### config.mk
export PLATFORM = sky130hd
export DESIGN_NAME = check_collision
export DESIGN_NICKNAME = d
export VERILOG_FILES = /design/src/rtl/check_collision.sv
export SDC_FILE = /design/constraint.sdc
export NUM_CORES = 1
export LEC_CHECK = 0
export ABC_AREA = 1
export BUFFER_PORTS_ARGS = -buffer_cell sky130_fd_sc_hd__clkbuf_2
export CELL_PAD_IN_SITES_DETAIL_PLACEMENT = 1
export CELL_PAD_IN_SITES_GLOBAL_PLACEMENT = 1
export CORE_MARGIN = 8
export CORE_UTILIZATION = 40
export CTS_BUF_LIST = sky130_fd_sc_hd__clkbuf_4 sky130_fd_sc_hd__clkbuf_8 sky130_fd_sc_hd__clkbuf_16
export DETAILED_ROUTE_END_ITERATION = 12
export MAX_ROUTING_LAYER = met4
export PLACE_DENSITY_LB_ADDON = 0.05
export SYNTH_ARGS = -nofsm -noshare
export SYNTH_HDL_FRONTEND = slang
export SYNTH_SLANG_ARGS = --single-unit
### constraint.sdc
create_clock -name clk -period 2.8 [get_ports clk]
set_input_delay 0.14 -clock clk [delete_from_list [all_inputs] [get_ports clk]]
set_output_delay 0.14 -clock clk [all_outputs]
set_load 0.03 [all_outputs]
### src/rtl/check_collision.sv
// Wall-collision checker for maze sprites: flags whether a one-pixel step in the
// current heading stays on walkable floor, plus a free-running divider counter.
module check_collision (
    input  logic        clk,
    input  logic        rst,
    input  logic [9:0]  PacX,
    input  logic [8:0]  PacY,
    input  logic [1:0]  state,
    output logic        result,
    output logic [31:0] clkdiv
);

    localparam int unsigned CW      = 12;
    localparam int unsigned SPR_EXT = 15;

    localparam logic [1:0] HEAD_UP    = 2'b00;
    localparam logic [1:0] HEAD_DOWN  = 2'b01;
    localparam logic [1:0] HEAD_LEFT  = 2'b10;
    localparam logic [1:0] HEAD_RIGHT = 2'b11;

    typedef logic signed [CW-1:0] coord_t;

    // Signed headroom keeps 0-1 negative and 1023+1 positive, so both land out of bounds.
    function automatic logic overlap(
        input coord_t nx,
        input coord_t ny,
        input int     x0,
        input int     x1,
        input int     y0,
        input int     y1
    );
        return (nx <= coord_t'(x1)) && ((nx + coord_t'(SPR_EXT)) >= coord_t'(x0)) &&
               (ny <= coord_t'(y1)) && ((ny + coord_t'(SPR_EXT)) >= coord_t'(y0));
    endfunction

    coord_t      w_nx;
    coord_t      w_ny;
    logic        w_free;
    logic        w_hit;
    logic        w_ok;
    logic        r_result;
    logic [31:0] r_clkdiv;

    // Prospective top-left after one step in the requested heading.
    always_comb begin
        w_nx = coord_t'({2'b00, PacX});
        w_ny = coord_t'({3'b000, PacY});
        unique case (state)
            HEAD_UP:    w_ny = w_ny - coord_t'(1);
            HEAD_DOWN:  w_ny = w_ny + coord_t'(1);
            HEAD_LEFT:  w_nx = w_nx - coord_t'(1);
            HEAD_RIGHT: w_nx = w_nx + coord_t'(1);
            default:    w_nx = w_nx;
        endcase
    end

    always_comb begin
        w_free = (w_nx >= coord_t'(40)) && ((w_nx + coord_t'(SPR_EXT)) <= coord_t'(599)) &&
                 (w_ny >= coord_t'(40)) && ((w_ny + coord_t'(SPR_EXT)) <= coord_t'(439));
        w_hit  = overlap(w_nx, w_ny, 120, 199, 120, 199) |
                 overlap(w_nx, w_ny, 440, 519, 120, 199) |
                 overlap(w_nx, w_ny, 120, 199, 280, 359) |
                 overlap(w_nx, w_ny, 440, 519, 280, 359) |
                 overlap(w_nx, w_ny, 280, 359, 200, 279);
        w_ok   = w_free && !w_hit;
    end

    always_ff @(posedge clk or posedge rst) begin
        if (rst) begin
            r_result <= 1'b0;
            r_clkdiv <= 32'd0;
        end else begin
            r_result <= w_ok;
            r_clkdiv <= r_clkdiv + 32'd1;
        end
    end

    assign result = r_result;
    assign clkdiv = r_clkdiv;

endmodule

==> results of run 1 <==
-- layer usage --
| layer | track usage (%) | vias up | routed length, um |
|---|---|---|---|
| met5 | - | - | 0 |
| met4 | 4.35 | 0 | 82 |
| met3 | 2.40 | 6 | 396 |
| met2 | 33.0 | 63 | 5590 |
| met1 | 22.5 | 1951 | 5250 |
| li1 | - | 2183 | - |
-- per-stage QoR --
| step | area, um2 | hold WS, ns |
|---|---|---|
| after floorplan | 3780 | 0.269 |
| after global placement | 4150 | 0.159 |
| after detailed placement | 4150 | 0.169 |
| after CTS | 4250 | 0.418 |
| after global routing | 4260 | 0.459 |
| final | 4260 | 0.403 |
-- cell usage after synthesis (2+ instances only) --
master,number
nor4_1,6
nand3b_1,3
nand3_1,92
a21oi_1,2
inv_1,77
nor3_1,10
buf_4,2
ha_1,9
o21ai_0,9
nor2_2,10
a21boi_0,2
buf_6,2
nand2_1,222
nand2_2,10
xnor2_1,9
nand3_2,7
nand4_1,17
xor2_1,21
nor2_1,88
o21ai_1,2
dfrtp_1,33
inv_2,3
-- flip-flops by register name, summed over array words and instances, names as in the netlist --
name	flops
result	1
clkdiv	32
-- path summary, 6_finish.rpt --
path,start,endpoint,slack [ns]
worst min-delay path,rst,clkdiv[9]$_DFF_PP0_,0.40
worst max register to register,clkdiv[2]$_DFF_PP0_,clkdiv[31]$_DFF_PP0_,0.40
max in group asynchronous,rst,clkdiv[2]$_DFF_PP0_,1.74
min in group clk,clkdiv[31]$_DFF_PP0_,clkdiv[31]$_DFF_PP0_,0.46
worst max-delay path,clkdiv[2]$_DFF_PP0_,clkdiv[31]$_DFF_PP0_,0.40
worst min register to register,clkdiv[31]$_DFF_PP0_,clkdiv[31]$_DFF_PP0_,0.46
-- report_power, final --
group          internal, mW  total, mW  switching [mW]  leakage (nW)
combinational         0.110      0.373           0.263          1.91
sequential            0.480      0.481         0.00132         0.445
clock                 0.204      0.367           0.163        0.0477
total                 0.794       1.22           0.427          2.40
-- cells by family after synthesis --
kind of cell / after synthesis / share of synthesized area [%]
AO/OA/AOI/OAI: 19 / 2.95
buffers and inverters: 87 / 9.34
AND/OR/NAND/NOR: 470 / 55.9
flip-flops: 33 / 21.9
adder cells (fa/ha/maj): 9 / 2.98
XOR/XNOR: 30 / 6.95
-- worst max-delay path, cell delays in order (launching register included) --
cell and delay [ns]:
dfrtp_1 0.40, nand3_1 0.16, nor3_2 0.18, nand3_1 0.15, nor2_1 0.27, nand3_2 0.20, nor4_4 0.29, nand2_1 0.18
nor4b_2 0.34, xor2_1 0.17
-- cell type report --
cell class | count | area share, %
Inverter | 81 | 7.20
Multi-Input combinational cell | 528 | 61.1
Tap cell | 111 | 3.26
Sequential cell | 33 | 19.4
Timing Repair Buffer | 57 | 6.88
Clock buffer | 7 | 2.12
-- what timing repair did --
item	4_1_cts	5_1_grt
endpoints found under the setup margin	0	1
hold buffers	1	0
endpoints found under the hold margin	12	0
resized for setup	0	1
==> results.md, run 1 <==
- Initial antenna violation count: 0
- Status: complete, no violations
- Grt ovf: 0
- Final Wtd Congestion: 0.891
- CTS tree: done
- WP data arrival: around 2.6 ns
- Post-synth EDFFs: 0
- Vias/cell: 5.14
- Gr usage total: 18.8%
- Max cap viols: 0
- Seq/Total Area, Yosys: between 20% and 30%
- Ys flop type: dfrtp_1
- Nets: between 700 and 800
- Final setup viols: 0
- Syn-to-layout area delta: 12.6%
- Crit path time final: 2.40 ns
- Setup bufs post-CTS: 0
- Cell Rows: 35
- WL final: 11.3 mm
- Leakage: about 2.4 nW
- Hold Path Class: primary input to asynchronous set/reset pin
- I/O pin total: 56
- CP Max Fanout: 4
- Root buf cell: clkbuf_8
- Max-slew headroom: 59.6%
- Diode count: 0
- DP Worst Slack: 0.191 ns
- Tcrit/Tclk final: ~86%
- Peak supply drop: between 0.00015 and 0.0002 V
- Via count: 4203
- Maximum number of pins on one net before global-route repair: 22
- DP Wirelength: approximately 9.7 mm
- Worst-Skew Late Latency: ~0.28 ns
- Global-route wire length before repair: between 20 and 25 mm
- Initial DRC Count: between 100 and 150
- Port Buf Inserts: between 50 and 60
- CTS Buf Count: 5
- CTS Sinks: 33
- Cell accounting for the most synthesized area: nand2_1
- Most frequent cells in the layout: nand2_1 (222), nand3_1 (92), nor2_1 (87)
- Reg clk slew, reported paths: roughly 0.070 ns
- Crit path kind: register to register
- Placed cell count: 809
- Die Ht: 113 um
- Synth cell types: 34
- RSZ-0062 raised after global routing: false
- TNS Setup: 0 ns
- Area occupied by multi-input gates: about 2600 um2
- Avg Cell Area, Syn: around 6 um2
- Fillers: 1376
- Antenna-violating nets left: 0
- Die ar.: ~13000 um2
- Yosys Warn Count: 0
- Layout cells sized above 1: between 10% and 20%
- DR pass1 iterations: 4
- Starting density of the core: 41.1%
- WL per Instance: between 10 and 15 um
- Flops & latches, synth: 33
- Final worst setup slack: 0.398 ns
- Commonest non-fill, non-tap cell in the layout: nand2_1
- Syn Inst Count: 648
- Fin. max-slew vios: 0
- Synth top area share: between 20 and 25%
- Worst Tran Pin Value: between 0.6 and 0.7 ns
- Die Span X: 113 um
- FF+latch area: 826 um2
- Post-Syn Nets: 680
- Mapped Area: 3780 um2
- Clk buf depth: 2
- Number of global-route vias before repair: 4354
- R2r worst-path depth: 9
- Startpoint Class: register
- Dominant cells by area after synthesis: nand2_1 (22%), dfrtp_1 (22%), nand3_1 (12%)
- Design Power: 1.22 mW
- Nature of the critical path endpoint: register
- Placeable Area: ~9000 um2
- Final Hold Viols: 0
- # H-tree levels: 2
- Non-filler instance count after layout: 817
- Final Util: a little under half
- Clk_skew: between 0.007 and 0.008 ns
- Power Dens Cells: 287 nW/um2
- Residual DRC count: 0
- Critical path required time: 3.01 ns
- FFs w/ async S/R, synth: 100%
- Highest clock rate: approximately 420 MHz
Note: power is estimated with default switching activity, not from simulation.
==> inputs of run 2 (changes only) <==
--- a/config.mk
+++ b/config.mk
@@ -10,10 +10,9 @@
 export CELL_PAD_IN_SITES_DETAIL_PLACEMENT = 1
 export CELL_PAD_IN_SITES_GLOBAL_PLACEMENT = 1
 export CORE_MARGIN = 8
-export CORE_UTILIZATION = 40
+export CORE_UTILIZATION = 35
 export CTS_BUF_LIST = sky130_fd_sc_hd__clkbuf_4 sky130_fd_sc_hd__clkbuf_8 sky130_fd_sc_hd__clkbuf_16
 export DETAILED_ROUTE_END_ITERATION = 12
-export MAX_ROUTING_LAYER = met4
 export PLACE_DENSITY_LB_ADDON = 0.05
 export SYNTH_ARGS = -nofsm -noshare
 export SYNTH_HDL_FRONTEND = slang
==> run 2 against run 1 <==
Utilization decreased by 6.2 points. Setup slack improved by 0.11 ns. Count of clock-buffer cells in the layout stayed put. Combinational power grew 1%. Worst hold slack improved by 0.065 ns. Sequential share of layout area shrank 0.15 points. Sequential cell count stayed put. Clock power is essentially flat. Fmax up 4.8%. Sequential power about the same. Via count grew 0.93%. Non-clock buffer count did not move.
==> results.md, run 2 (same netlist as run 1, synthesis figures left out) <==
- Final Wtd Congestion: 0.864 (-3.1%)
- Worst-Skew Late Latency: 0.29 ns (about the same)
- Placed cell count: 838 (+3.6%)
- Max-slew headroom: 66.6% (+6.9 points)
- Maximum number of pins on one net before global-route repair: 34 (+55%)
- Highest clock rate: 436 MHz (+4.8%)
- CP Max Fanout: 6 (+2)
- Initial antenna violation count: 0 (unchanged)
- Most used routing layer: met2
- Starting density of the core: 35.3% (-5.8 points)
- Critical path required time: 3.02 ns (about the same)
- Met3 GRT Util: 2.44% (+0.046 points)
- DR pass1 iterations: 4 (unchanged)
- WP data arrival: 2.51 ns (-0.11 ns)
- Initial DRC Count: 200 (+37%)
- Max reg flops: 32 (unchanged)
- Setup bufs post-CTS: 0 (unchanged)
- CTS Sinks: 33 (unchanged)
- Hold path startpoint: clkdiv[31]$_DFF_PP0_
- CP endpoint: result$_DFF_PP0_
- Die Ht: 120 um (+5.9%)
- # H-tree levels: 2 (unchanged)
- PostCTS Resize Cnt: 0 (unchanged)
- Hold Path Class: register to register
- Reg2reg end: clkdiv[31]$_DFF_PP0_
- Vias/cell: 5.01 (-2.5%)
- Die ar.: 14400 um2 (+12%)
- Status: complete, no violations
- Global-route wire length before repair: 20.5 mm (+2.3%)
- Startpoint Class: primary input
- Reg clk slew, reported paths: 0.06 ns (about the same)
- Grt ovf: 0 (unchanged)
- Most frequent cells in the layout: nand2_1 (222), nand3_1 (92), nor2_1 (88)
- WL per Instance: 13.7 um (-1.1%)
- Fin. max-slew vios: 0 (unchanged)
- Crit path time final: 2.29 ns (-0.110 ns)
- Syn-to-layout area delta: 13.5%
- Final Hold Viols: 0 (unchanged)
- CTS tree: done
- Clk buf depth: 2 (unchanged)
- Tcrit/Tclk final: 81.9% (-3.9 points)
- Peak supply drop: 0.000259 V (+53%)
- Number of global-route vias before repair: 4451 (+2.2%)
- Max cap viols: 0 (unchanged)
- Gr usage total: 16.7% (-2.2 points)
- Leakage: 2.40 nW (about the same)
- Root buf cell: clkbuf_8
- Final setup viols: 0 (unchanged)
- Met2 GRT Util: 29.2% (-3.9 points)
- TNS Setup: 0 ns (unchanged)
- Met1 Use GR: 20.8% (-1.7 points)
- Nets: 738 (unchanged)
- Residual DRC count: 0 (unchanged)
- Worst Tran Pin Value: 0.497 ns (-0.103 ns)
- Antenna-violating nets left: 0 (unchanged)
- Cell Rows: 38 (+8.6%)
- WL final: 11.6 mm (+2.4%)
- Non-filler instance count after layout: 846 (+3.5%)
- R2r worst-path depth: 9 (unchanged)
- Placeable Area: 10700 um2 (+16%)
- CTS Buf Count: 5 (unchanged)
- CP Launch Point: PacY[0]
- Nature of the critical path endpoint: register
- R2R setup slack: 0.53 ns (+0.13 ns)
- Diode count: 0 (unchanged)
- I/O pin total: 56 (unchanged)
- RSZ-0062 raised after global routing: false
- DP Wirelength: 9.81 mm (+0.77%)
- Layout cells sized above 1: 14.0% (-0.14 points)
- Clk_skew: 0.00706 ns (-0.000584 ns)
- Port Buf Inserts: 55 (unchanged)
- Die Span X: 120 um (+5.9%)
- Via count: 4242 (+0.93%)
- Crit path kind: primary input to register
- Worst r2r src: clkdiv[2]$_DFF_PP0_
- Power Dens Cells: 286 nW/um2 (-0.40%)
- Commonest non-fill, non-tap cell in the layout: nand2_1
- Design Power: 1.23 mW (+0.39%)
run 2: per-stage QoR:
step / instance area (um2) / hold WS, ns / setup slack (ns) / util (%)
global route: 4290 / 0.503 / 0.178 / 40.1
floorplan: 3780 / 0.269 / 0.600 / -
CTS: 4290 / 0.477 / 0.455 / 40.1
finish: 4290 / 0.468 / 0.508 / 40.1
global placement: 4190 / 0.234 / 0.250 / 39.2
detailed placement: 4190 / 0.255 / 0.216 / 39.2
run 2: power breakdown:
group	internal [mW]	switching (mW)
combinational	0.110	0.268
sequential	0.480	0.00121
clock	0.204	0.163
total	0.794	0.432
run 2: worst min-delay path by stage:
stage          cells after the start                    to
4_1_cts                            1  clkdiv[31]$_DFF_PP0_
3_5_place_dp                       3   clkdiv[5]$_DFF_PP0_
3_3_place_gp                       3   clkdiv[3]$_DFF_PP0_
6_report                           1  clkdiv[31]$_DFF_PP0_
5_1_grt                            1  clkdiv[31]$_DFF_PP0_
2_1_floorplan                      1   clkdiv[0]$_DFF_PP0_
run 2: layout make-up:
| type | count | area (um2) |
|---|---|---|
| inverter | 81 | 307 |
| timing repair buffer | 57 | 293 |
| tap | 140 | 175 |
| clock buffer | 7 | 90.1 |
| multi-input combinational | 528 | 2600 |
| fill | 1491 | 6410 |
| sequential | 33 | 826 |
run 2: worst max-delay path, stage by stage:
cell	delay, ns
clkbuf_2	0.14
inv_1	0.11
ha_1	0.34
nand3_1	0.11
nand3_1	0.10
inv_1	0.07
ha_1	0.13
nand4_1	0.19
o21ai_1	0.35
nand3_1	0.13
nor2_1	0.14
nand3_1	0.09
nor3_1	0.18
nor2_1	0.07
nor2_1	0.08
nand2_1	0.05
nor2_1	0.07
run 2: per-layer routing:
| layer | wire [um] | up-vias |
|---|---|---|
| li1 | - | 2183 |
| met1 | 5450 | 1983 |
| met2 | 5550 | 64 |
| met3 | 401 | 12 |
| met4 | 182 | 0 |
| met5 | 0 | - |
run 2: repair_timing:
| action | in CTS | in global routing |
|---|---|---|
| hold buffers | 1 | 0 |
| endpoints found under the setup margin | 0 | 0 |
| endpoints found under the hold margin | 33 | 0 |
==> inputs of run 3 (changes only) <==
==> constraint.sdc (replaced) <==
create_clock -name clk -period 2.03 [get_ports clk]
set_input_delay 0.1015 -clock clk [delete_from_list [all_inputs] [get_ports clk]]
set_output_delay 0.1015 -clock clk [all_outputs]
set_load 0.03 [all_outputs]
==> run 3 against run 2 <==
Via count is 12% higher. Non-clock buffer count rose by 114. Total power grew 56%. Wire length increased by 15%. Clock power increased by 38%. Combinational power up 96%. Register-to-register slack worse by 0.53 ns. Largest power group is now combinational logic. Highest routed layer unchanged.
==> results.md, run 3 (same netlist as run 1, synthesis figures left out) <==
- CTS Buf Count: 5 (unchanged)
- WL final: 13.3 mm (+15%)
- Reg2reg end: clkdiv[30]$_DFF_PP0_
- Number of global-route vias before repair: 4905 (+10%)
- Post-layout instance area: 5480 um2 (+28%)
- Antenna-violating nets left: 0 (unchanged)
- DP Wirelength: 11.0 mm (+12%)
- WL per Instance: 13.8 um (+1.1%)
- Reg clk slew, reported paths: 0.07 ns (about the same)
- Grt ovf: 0 (unchanged)
- Nets: 853 (+16%)
- Final Wtd Congestion: 0.893 (+3.4%)
- Max-slew headroom: 71.8% (+5.2 points)
- Root buf cell: clkbuf_8
- Slowest cell on crit path: dfrtp_2
- Nature of the critical path endpoint: register
- Power Dens Cells: 349 nW/um2 (+22%)
- Port Buf Inserts: 55 (unchanged)
- Crit path time final: a little over 2 ns
- Peak supply drop: 0.000333 V (+29%)
- Global-route wire length before repair: 22.1 mm (+7.9%)
- Fillers: 1492 (+0.067%)
- Die ar.: 14400 um2 (unchanged)
- Tcrit/Tclk final: between 90% and 100%
- Status: complete, no violations
- I/O pin total: 56 (unchanged)
- Gr usage total: 18.0% (+1.3 points)
- CTS tree: done
- Startpoint Class: register
- Residual DRC count: 0 (unchanged)
- Hold slack: 0.437 ns (-0.0311 ns)
- DR pass1 iterations: 4 (unchanged)
- Placeable Area: 10700 um2 (unchanged)
- Initial DRC Count: 154 (-23%)
- Crit path kind: register to register
- Maximum number of pins on one net before global-route repair: 34 (unchanged)
- Layout cells sized above 1: 33.8% (+20 points)
- Clk buf depth: 2 (unchanged)
- WP data arrival: 2.23 ns (-0.28 ns)
- Critical path required time: 2.23 ns (-0.79 ns)
- Commonest non-fill, non-tap cell in the layout: nand2_1
- Starting density of the core: 35.3% (unchanged)
- Leakage: 2.99 nW (+25%)
- TNS Setup: 0 ns (unchanged)
- # H-tree levels: 2 (unchanged)
- Vias/cell: 4.93 (-1.8%)
- Non-filler instance count after layout: 962 (+14%)
- Highest clock rate: roughly 490 MHz
- Worst Tran Pin Value: 0.423 ns (-0.0738 ns)
- Diode count: 0 (unchanged)
- Post-DP Area: 5010 um2 (+20%)
- Final Hold Viols: 0 (unchanged)
- Final setup viols: 0 (unchanged)
- Worst r2r src: clkdiv[0]$_DFF_PP0_
- R2r worst-path depth: 10 (+1)
- Hold Path Class: primary input to asynchronous set/reset pin
- Via count: 4738 (+12%)
- Most frequent cells in the layout: nand2_1 (209), buf_4 (114), nand3_1 (81)
- Die Ht: 120 um (unchanged)
- Final worst setup slack: 0.000539 ns (-0.508 ns)
- CP Max Fanout: 4 (-2)
- Placed cell count: 944 (+13%)
- Slowest stage delay, CP: 0.41 ns (+0.06 ns)
- Max reg flops: 32 (unchanged)
- R2R setup slack: 0.0005 ns (-0.53 ns)
- Syn-to-layout area delta: 44.9%
- Fin. max-slew vios: 0 (unchanged)
- Worst-Skew Late Latency: 0.29 ns (about the same)
- Clk_skew: 0.00759 ns (+0.000531 ns)
- Max cap viols: 0 (unchanged)
- Initial antenna violation count: 0 (unchanged)
- Cell Rows: 38 (unchanged)
- RSZ-0062 raised after global routing: true
- Design Power: 1.91 mW (+56%)
- CTS Sinks: 33 (unchanged)
- Die Span X: 120 um (unchanged)
- DP Worst Slack: -0.324 ns (-0.540 ns)
- Final Util: 51.2% (+11 points)
- Worst-path cell chain: ha_2 > nand3_2 > nor2_4 > nand3_2 > nor2_4 > nand2_2 > nor2_2 > nand2_1 > nor4_2 > xor2_1
run 3: report_power, final:
| group | leakage (nW) | internal [mW] | switching [mW] |
|---|---|---|---|
| Clock | 0.0498 | 0.283 | 0.222 |
| Combinational | 2.50 | 0.300 | 0.440 |
| Sequential | 0.440 | 0.661 | 0.00215 |
run 3: layout make-up:
type	instances	area (um2)	share of cell area, %
multi-input cells	529	2890	52.8
repair buffers	171	1180	21.5
flip-flops and latches	33	832	15.2
inverters	81	312	5.69
well taps	140	175	3.20
clock buffers	8	91.3	1.67
run 3: routing by layer:
layer  track usage, %  vias up  part of all wire, %
li1                 -     2416                    -
met1             21.4     2238                   44
met2             33.0       68                   52
met3             2.21       16                  3.1
met4             5.46        0                  1.8
met5                0        -                    0
run 3: worst max-delay path: cells and delay by family (launching register included):
family / cells / cell delay (ns)
adders and majority gates: 1 / 0.21
and+or+nand+nor: 8 / 1.16
DFF: 1 / 0.41
xor gates and xnor gates: 1 / 0.18
run 3: worst max path at each step:
stage	endpoint	depth (start not counted)	slack [ns]	from
final	clkdiv[30]$_DFF_PP0_	10	0.0005	clkdiv[0]$_DFF_PP0_
after floorplan	clkdiv[30]$_DFF_PP0_	10	-0.02	clkdiv[0]$_DFF_PP0_
after global routing	clkdiv[30]$_DFF_PP0_	10	-0.14	clkdiv[0]$_DFF_PP0_
after detailed placement	result$_DFF_PP0_	21	-0.32	PacX[0]
after CTS	result$_DFF_PP0_	19	0.002	PacY[0]
after global placement	result$_DFF_PP0_	19	-0.22	PacY[0]
run 3: repair_timing:
item | in CTS | in global routing
hold buffers | 1 | 0
cloned | 0 | 1
resized for setup | 4 | 81
pin swaps | 1 | 30
endpoints found under the setup margin | 2 | 11
endpoints found under the hold margin | 33 | 0
setup buffers | 0 | 8
